## config.mk

```make
export PLATFORM = sky130hd
export DESIGN_NAME = seq_alu
export DESIGN_NICKNAME = d
export VERILOG_FILES = /design/src/rtl/seq_alu.sv
export SDC_FILE = /design/constraint.sdc
export NUM_CORES = 1
export LEC_CHECK = 0
export ABC_CLOCK_PERIOD_IN_PS = 4100
export BUFFER_PORTS_ARGS = -buffer_cell sky130_fd_sc_hd__buf_2
export CAP_MARGIN = 20
export CELL_PAD_IN_SITES_DETAIL_PLACEMENT = 0
export CELL_PAD_IN_SITES_GLOBAL_PLACEMENT = 1
export CORE_MARGIN = 3
export CORE_UTILIZATION = 40
export CTS_BUF_LIST = sky130_fd_sc_hd__clkbuf_16
export DETAILED_ROUTE_END_ITERATION = 8
export PLACE_DENSITY_LB_ADDON = 0.1
export SLEW_MARGIN = 20
export SYNTH_ARGS = -nofsm -noshare
export SYNTH_HDL_FRONTEND = slang
export SYNTH_SLANG_ARGS = --single-unit
```

## constraint.sdc

```tcl
create_clock -name clk -period 4.1 [get_ports clk]
set_input_delay 0.615 -clock clk [delete_from_list [all_inputs] [get_ports clk]]
set_output_delay 0.615 -clock clk [all_outputs]
set_load 0.01 [all_outputs]
```

## src/rtl/seq_alu.sv

```systemverilog
// seq_alu: registered, parametrised ALU with a start/busy/done handshake.
//
// Operands and opcode are captured when a start request is accepted. Single-cycle
// operations register their result one cycle later; MUL runs a WIDTH-step shift-add
// sequence first and then registers its result through the same EXEC cycle.
//
// Handshake: start is accepted only when the block is IDLE and not in its done cycle
// (state == IDLE && !done). From the acceptance edge busy is high until the cycle
// before done. done is a one-cycle pulse, and z/flags are valid from that cycle and
// hold until the next done. There is no queueing: start while busy or during done is
// dropped, and a/b/op are don't-care once the request has been accepted.
//
// Ports:
//   clk        rising-edge clock
//   rst        asynchronous active-high reset (aborts any operation, no done pulse)
//   start      request, sampled only in IDLE outside the done cycle
//   a, b       operands, WIDTH bits
//   op         opcode: 000 ADD, 001 SUB, 010 AND, 011 OR, 100 XOR, 101 SHL, 110 MUL, 111 SLT
//   busy       operation in progress
//   done       one-cycle completion pulse
//   z          result register
//   ov         signed overflow (ADD/SUB) or nonzero high product half (MUL)
//   cout       carry / no-borrow / last bit shifted out
//   sign       z[WIDTH-1]
//   zero       z == 0
//   state_dbg  current FSM state (0 IDLE, 1 EXEC, 2 MUL)
module seq_alu #(
    parameter  int WIDTH = 8,
    localparam int SHW   = $clog2(WIDTH)
) (
    input  logic             clk,
    input  logic             rst,
    input  logic             start,
    input  logic [WIDTH-1:0] a,
    input  logic [WIDTH-1:0] b,
    input  logic [2:0]       op,
    output logic             busy,
    output logic             done,
    output logic [WIDTH-1:0] z,
    output logic             ov,
    output logic             cout,
    output logic             sign,
    output logic             zero,
    output logic [1:0]       state_dbg
);

    typedef enum logic [1:0] {
        IDLE = 2'd0,
        EXEC = 2'd1,
        MUL  = 2'd2
    } state_t;

    localparam logic [2:0] OP_ADD = 3'b000;
    localparam logic [2:0] OP_SUB = 3'b001;
    localparam logic [2:0] OP_AND = 3'b010;
    localparam logic [2:0] OP_OR  = 3'b011;
    localparam logic [2:0] OP_XOR = 3'b100;
    localparam logic [2:0] OP_SHL = 3'b101;
    localparam logic [2:0] OP_MUL = 3'b110;
    localparam logic [2:0] OP_SLT = 3'b111;

    state_t               state, state_nxt;
    logic                 accept;
    logic [WIDTH-1:0]     a_r, b_r;
    logic [2:0]           op_r;
    logic [SHW-1:0]       cnt;
    logic [2*WIDTH-1:0]   acc;
    logic [2*WIDTH-1:0]   partial;

    logic [WIDTH:0]       add_w, sub_w, shl_w;
    logic [WIDTH-1:0]     res;
    logic                 res_ov, res_cout;

    // The done cycle blocks acceptance so a caller holding start across done
    // does not re-issue the same request.
    assign accept    = (state == IDLE) && start && !done;
    assign busy      = (state != IDLE);
    assign sign      = z[WIDTH-1];
    assign zero      = (z == '0);
    assign state_dbg = state;

    // State register
    always_ff @(posedge clk or posedge rst) begin
        if (rst) begin
            state <= IDLE;
        end else begin
            state <= state_nxt;
        end
    end

    // Next-state logic. MUL hands over to EXEC after its last step so that every
    // opcode registers its result in the same state.
    always_comb begin
        state_nxt = state;
        case (state)
            IDLE: begin
                if (accept) begin
                    state_nxt = (op == OP_MUL) ? MUL : EXEC;
                end
            end
            EXEC:    state_nxt = IDLE;
            MUL: begin
                if (cnt == SHW'(WIDTH - 1)) begin
                    state_nxt = EXEC;
                end
            end
            default: state_nxt = IDLE;
        endcase
    end

    // One shift-add step: add a shifted by the current bit position if that bit of b is set.
    assign partial = b_r[cnt] ? ({{WIDTH{1'b0}}, a_r} << cnt) : '0;

    // Result and flag computation from the captured operands.
    always_comb begin
        res      = '0;
        res_ov   = 1'b0;
        res_cout = 1'b0;
        add_w    = {1'b0, a_r} + {1'b0, b_r};
        sub_w    = {1'b0, a_r} + {1'b0, ~b_r} + (WIDTH+1)'(1);
        // The extra top bit catches the last bit shifted out; it is 0 for amount 0.
        shl_w    = {1'b0, a_r} << b_r[SHW-1:0];
        case (op_r)
            OP_ADD: begin
                res      = add_w[WIDTH-1:0];
                res_cout = add_w[WIDTH];
                res_ov   = (a_r[WIDTH-1] == b_r[WIDTH-1]) && (add_w[WIDTH-1] != a_r[WIDTH-1]);
            end
            OP_SUB: begin
                res      = sub_w[WIDTH-1:0];
                res_cout = sub_w[WIDTH];
                res_ov   = (a_r[WIDTH-1] != b_r[WIDTH-1]) && (sub_w[WIDTH-1] != a_r[WIDTH-1]);
            end
            OP_AND: res = a_r & b_r;
            OP_OR:  res = a_r | b_r;
            OP_XOR: res = a_r ^ b_r;
            OP_SHL: begin
                res      = shl_w[WIDTH-1:0];
                res_cout = shl_w[WIDTH];
            end
            OP_MUL: begin
                res    = acc[WIDTH-1:0];
                res_ov = |acc[2*WIDTH-1:WIDTH];
            end
            OP_SLT: res = {{(WIDTH-1){1'b0}}, ($signed(a_r) < $signed(b_r))};
            default: res = '0;
        endcase
    end

    // Datapath and output registers
    always_ff @(posedge clk or posedge rst) begin
        if (rst) begin
            a_r  <= '0;
            b_r  <= '0;
            op_r <= '0;
            cnt  <= '0;
            acc  <= '0;
            z    <= '0;
            ov   <= 1'b0;
            cout <= 1'b0;
            done <= 1'b0;
        end else begin
            done <= 1'b0;
            case (state)
                IDLE: begin
                    if (accept) begin
                        a_r  <= a;
                        b_r  <= b;
                        op_r <= op;
                        cnt  <= '0;
                        acc  <= '0;
                    end
                end
                MUL: begin
                    acc <= acc + partial;
                    cnt <= cnt + SHW'(1);
                end
                EXEC: begin
                    z    <= res;
                    ov   <= res_ov;
                    cout <= res_cout;
                    done <= 1'b1;
                end
                default: ;
            endcase
        end
    end

endmodule

```

==> impl_metrics.sql <==
INSERT INTO impl_metrics (metric_group, metric, value, unit) VALUES
('detailed_routing', 'drc', '0', ''),
('power_and_ir_drop', 'total_leakage_power', '0.00229', 'uW'),
('synthesis', 'syn-num-nets', '642', ''),
('critical_path', 'critical_path_peak_fanout', '7', ''),
('synthesis', 'yosys.area.top_type', 'dfrtp_1', ''),
('synthesis', 'syn-instance-count', '575', ''),
('floorplanning', 'area_of_the_core', '0.0110', 'sq mm'),
('power_and_ir_drop', 'power_density_cells', '837', 'mW/mm^2'),
('detailed_routing', 'ant_nets', '0', ''),
('synthesis', 'synthesized_flop_and_latch_total', '51', ''),
('finish', 'syn_to_final_growth', '9.53', '%'),
('critical_path', 'timing.reg2reg.setup_slack', '0.71', 'ns'),
('sta', 'hold_viol', '0', ''),
('synthesis', 'synth.yosys.seq_area_share', '27.7', '%'),
('synthesis', 'syn_area_per_cell', '8.02', 'sq um'),
('detailed_routing', 'drt_iter0_drc', '207', ''),
('clock_tree', 'tritoncts', 'yes', ''),
('synthesis', 'commonest_cells_in_the_synthesized_netlist', 'nand2_1, o21ai_0, dfrtp_1', ''),
('sta', 'slew_headroom', '33.5', '%'),
('sta', 'final_max_slew_viol_count', '0', ''),
('power_and_ir_drop', 'p_seq_share', '23.4', '%'),
('synthesis', 'yosysWarnings', '0', ''),
('detailed_routing', 'wirelength', '13600', 'um'),
('clock_tree', 'htreeDepth', '2', ''),
('power_and_ir_drop', 'power_switching_share', '50.9', '%'),
('synthesis', 'yosys.cell_count.top_type', 'nand2_1', ''),
('synthesis', 'synth.distinct_cells', '67', ''),
('grt', 'maximum_number_of_pins_on_one_net_before_global_route_repair', '52', ''),
('detailed_routing', 'drt-pass1-iter-count', '5', ''),
('sta', 'skew', '0.00511', 'ns'),
('run_status', 'run_status', 'finished, final reports clean', ''),
('synthesis', 'synth_top_area_share', '27.7', '%'),
('critical_path', 'reg2reg_depth', '11', ''),
('floorplanning', 'die_h', '113', 'um'),
('critical_path', 'crit_path_end_kind', 'flip-flop', ''),
('grt', 'grt.total_usage', '21.9', '%'),
('sta', 'setup_total_negative_slack', '0', 'ns'),
('clock_tree', 'cts.clk_slew.worst_paths', '0.07', 'ns'),
('clock_tree', 'post_cts_hold_buffer_count', '0', ''),
('detailed_routing', 'via_per_inst', '5.80', ''),
('sta', 'worst_pin_slew', '0.997', 'ns'),
('clock_tree', 'numCtsBuffers', '5', ''),
('floorplanning', 'ios', '38', ''),
('grt', 'globalRouteOverflowTotal', '0', ''),
('finish', 'finalCoreUtilization', '45.8', '%'),
('finish', 'post_layout_net_count', '659', ''),
('sta', 'final.period_utilization', '82.7', '%'),
('power_and_ir_drop', 'p_comb_share', '65.1', '%'),
('floorplanning', 'die_w', '113', 'um'),
('floorplanning', 'start_util', '41.8', '%'),
('critical_path', 'worst_path_arrival_time', '3.57', 'ns'),
('synthesis', 'syn-cell-area', '0.00461', 'sq mm'),
('power_and_ir_drop', 'cell_internal_pwr', '2080', 'uW'),
('clock_tree', 'clock_sinks', '51', ''),
('placed_design', 'hpwl', '10300', 'um'),
('power_and_ir_drop', 'pwr-share-clk', '11.5', '%'),
('critical_path', 'startpoint_type_of_the_worst_setup_path', 'flip-flop', ''),
('synthesis', 'asyncSetResetFlopFracSynth', '100', '%'),
('critical_path', 'rr_startpoint', 'cnt[0]', ''),
('clock_tree', 'worst_skew_pair.late_latency', '0.30', 'ns'),
('synthesis', 'ys.flop_type', 'dfrtp_1', ''),
('finish', 'layoutNonFillerInstCount', '732', ''),
('power_and_ir_drop', 'power.switching', '2150', 'uW'),
('floorplanning', 'rows', '38', ''),
('critical_path', 'crit-reg2reg-capture', 'acc[14]', ''),
('finish', 'layout-drive-gt1-share', '12.5', '%'),
('grt', 'grt_pass1_wl', '22400', 'um'),
('clock_tree', 'cts-root-to-sink-buffers', '2', ''),
('synthesis', 'post_synth_edffs', '0', ''),
('sta', 'finalSetupViolCount', '0', ''),
('placed_design', 'placement.io_buffers', '37', '');
power by group through the flow:
stage | clock, uW | sequential [uW] | combinational [uW]
floorplan | 0 | 884 | 2120
global placement | 0 | 995 | 2720
detailed placement | 0 | 1000 | 2720
CTS | 500 | 989 | 2730
global route | 512 | 1030 | 3080
finish | 486 | 990 | 2750
placed cells by master, fill, tap and decap left out, types with 5 or more instances in the layout:
master / n
xnor2_1: 9
or4_1: 5
a31oi_1: 5
a21oi_1: 39
buf_4: 9
nor2_1: 44
nor2b_1: 6
buf_2: 37
mux2i_1: 15
dfrtp_1: 51
a211oi_1: 8
xor2_1: 5
nand4_1: 8
clkbuf_16: 5
nand2b_1: 12
a21o_1: 7
nand2_1: 69
nand3_1: 18
nor3_1: 13
inv_1: 35
o21ai_0: 56
ha_1: 42
stage by stage:
| stage | hold WS (ns) | instance area, sq um | setup WS, ns | total power, uW |
|---|---|---|---|---|
| global route | 0.536 | 5050 | 0.453 | 4620 |
| finish | 0.482 | 5050 | 0.711 | 4230 |
| CTS | 0.509 | 5050 | 0.709 | 4220 |
| detailed placement | 0.500 | 4890 | 0.716 | 3720 |
| global placement | 0.481 | 4890 | 0.792 | 3710 |
| floorplan | 0.478 | 4610 | 0.844 | 3010 |
critical path, stage by stage, from the launching register on:
cell and delay (ns):
dfrtp_1 0.48, mux4_2 0.56, nand2b_1 0.16, and2_1 0.26, nor2_1 0.09, ha_1 0.35, a21o_1 0.23, or3_1 0.32
o221a_2 0.30, o31ai_2 0.29, or4_1 0.16, nand3_1 0.07
how the worst max path moves through the flow:
stage | from | end | slack, ns | cells past startpoint
floorplan | cnt[0] | acc[14] | 0.84 | 13
global placement | cnt[0] | acc[14] | 0.79 | 11
detailed placement | cnt[0] | acc[14] | 0.72 | 11
CTS | cnt[0] | acc[14] | 0.71 | 11
global route | cnt[0] | acc[14] | 0.45 | 11
finish | cnt[0] | acc[14] | 0.71 | 11
metal layers:
| layer | global-route usage (%) | up-vias | part of all wire, % |
|---|---|---|---|
| li1 | - | 2084 | - |
| met1 | 29.2 | 2057 | 46 |
| met2 | 36.8 | 81 | 48 |
| met3 | 2.99 | 26 | 3.0 |
| met4 | 6.65 | 0 | 2.1 |
| met5 | 0 | - | 0 |
flip-flops by register name, summed over array words and instances (netlist names):
| register | count |
|---|---|
| b_r | 8 |
| state_dbg | 2 |
| cout | 1 |
| a_r | 8 |
| z | 8 |
| ov | 1 |
| cnt | 3 |
| op_r | 3 |
| done | 1 |
| acc | 16 |
layout make-up:
class	instances	area (sq um)
multi-input combinational	452	3050
fill	1116	5980
tap	140	175
inverter	36	135
clock buffer	5	125
clock inverter	2	33.8
sequential	51	1280
timing repair buffer	46	253
cell families (layout without fill, tap and decap cells):
logic type | count (synthesis) | count (layout) | share of synthesized area [%]
AND/OR/NAND/NOR | 200 | 200 | 20.7
AO/OA/AOI/OAI | 170 | 170 | 23.8
buffers and inverters | 72 | 89 | 6.27
flip-flops | 51 | 51 | 27.7
adder cells (fa/ha/maj) | 45 | 45 | 12.7
multiplexers | 23 | 23 | 6.19
XOR/XNOR | 14 | 14 | 2.66
Power figures use the tool's default switching activity.
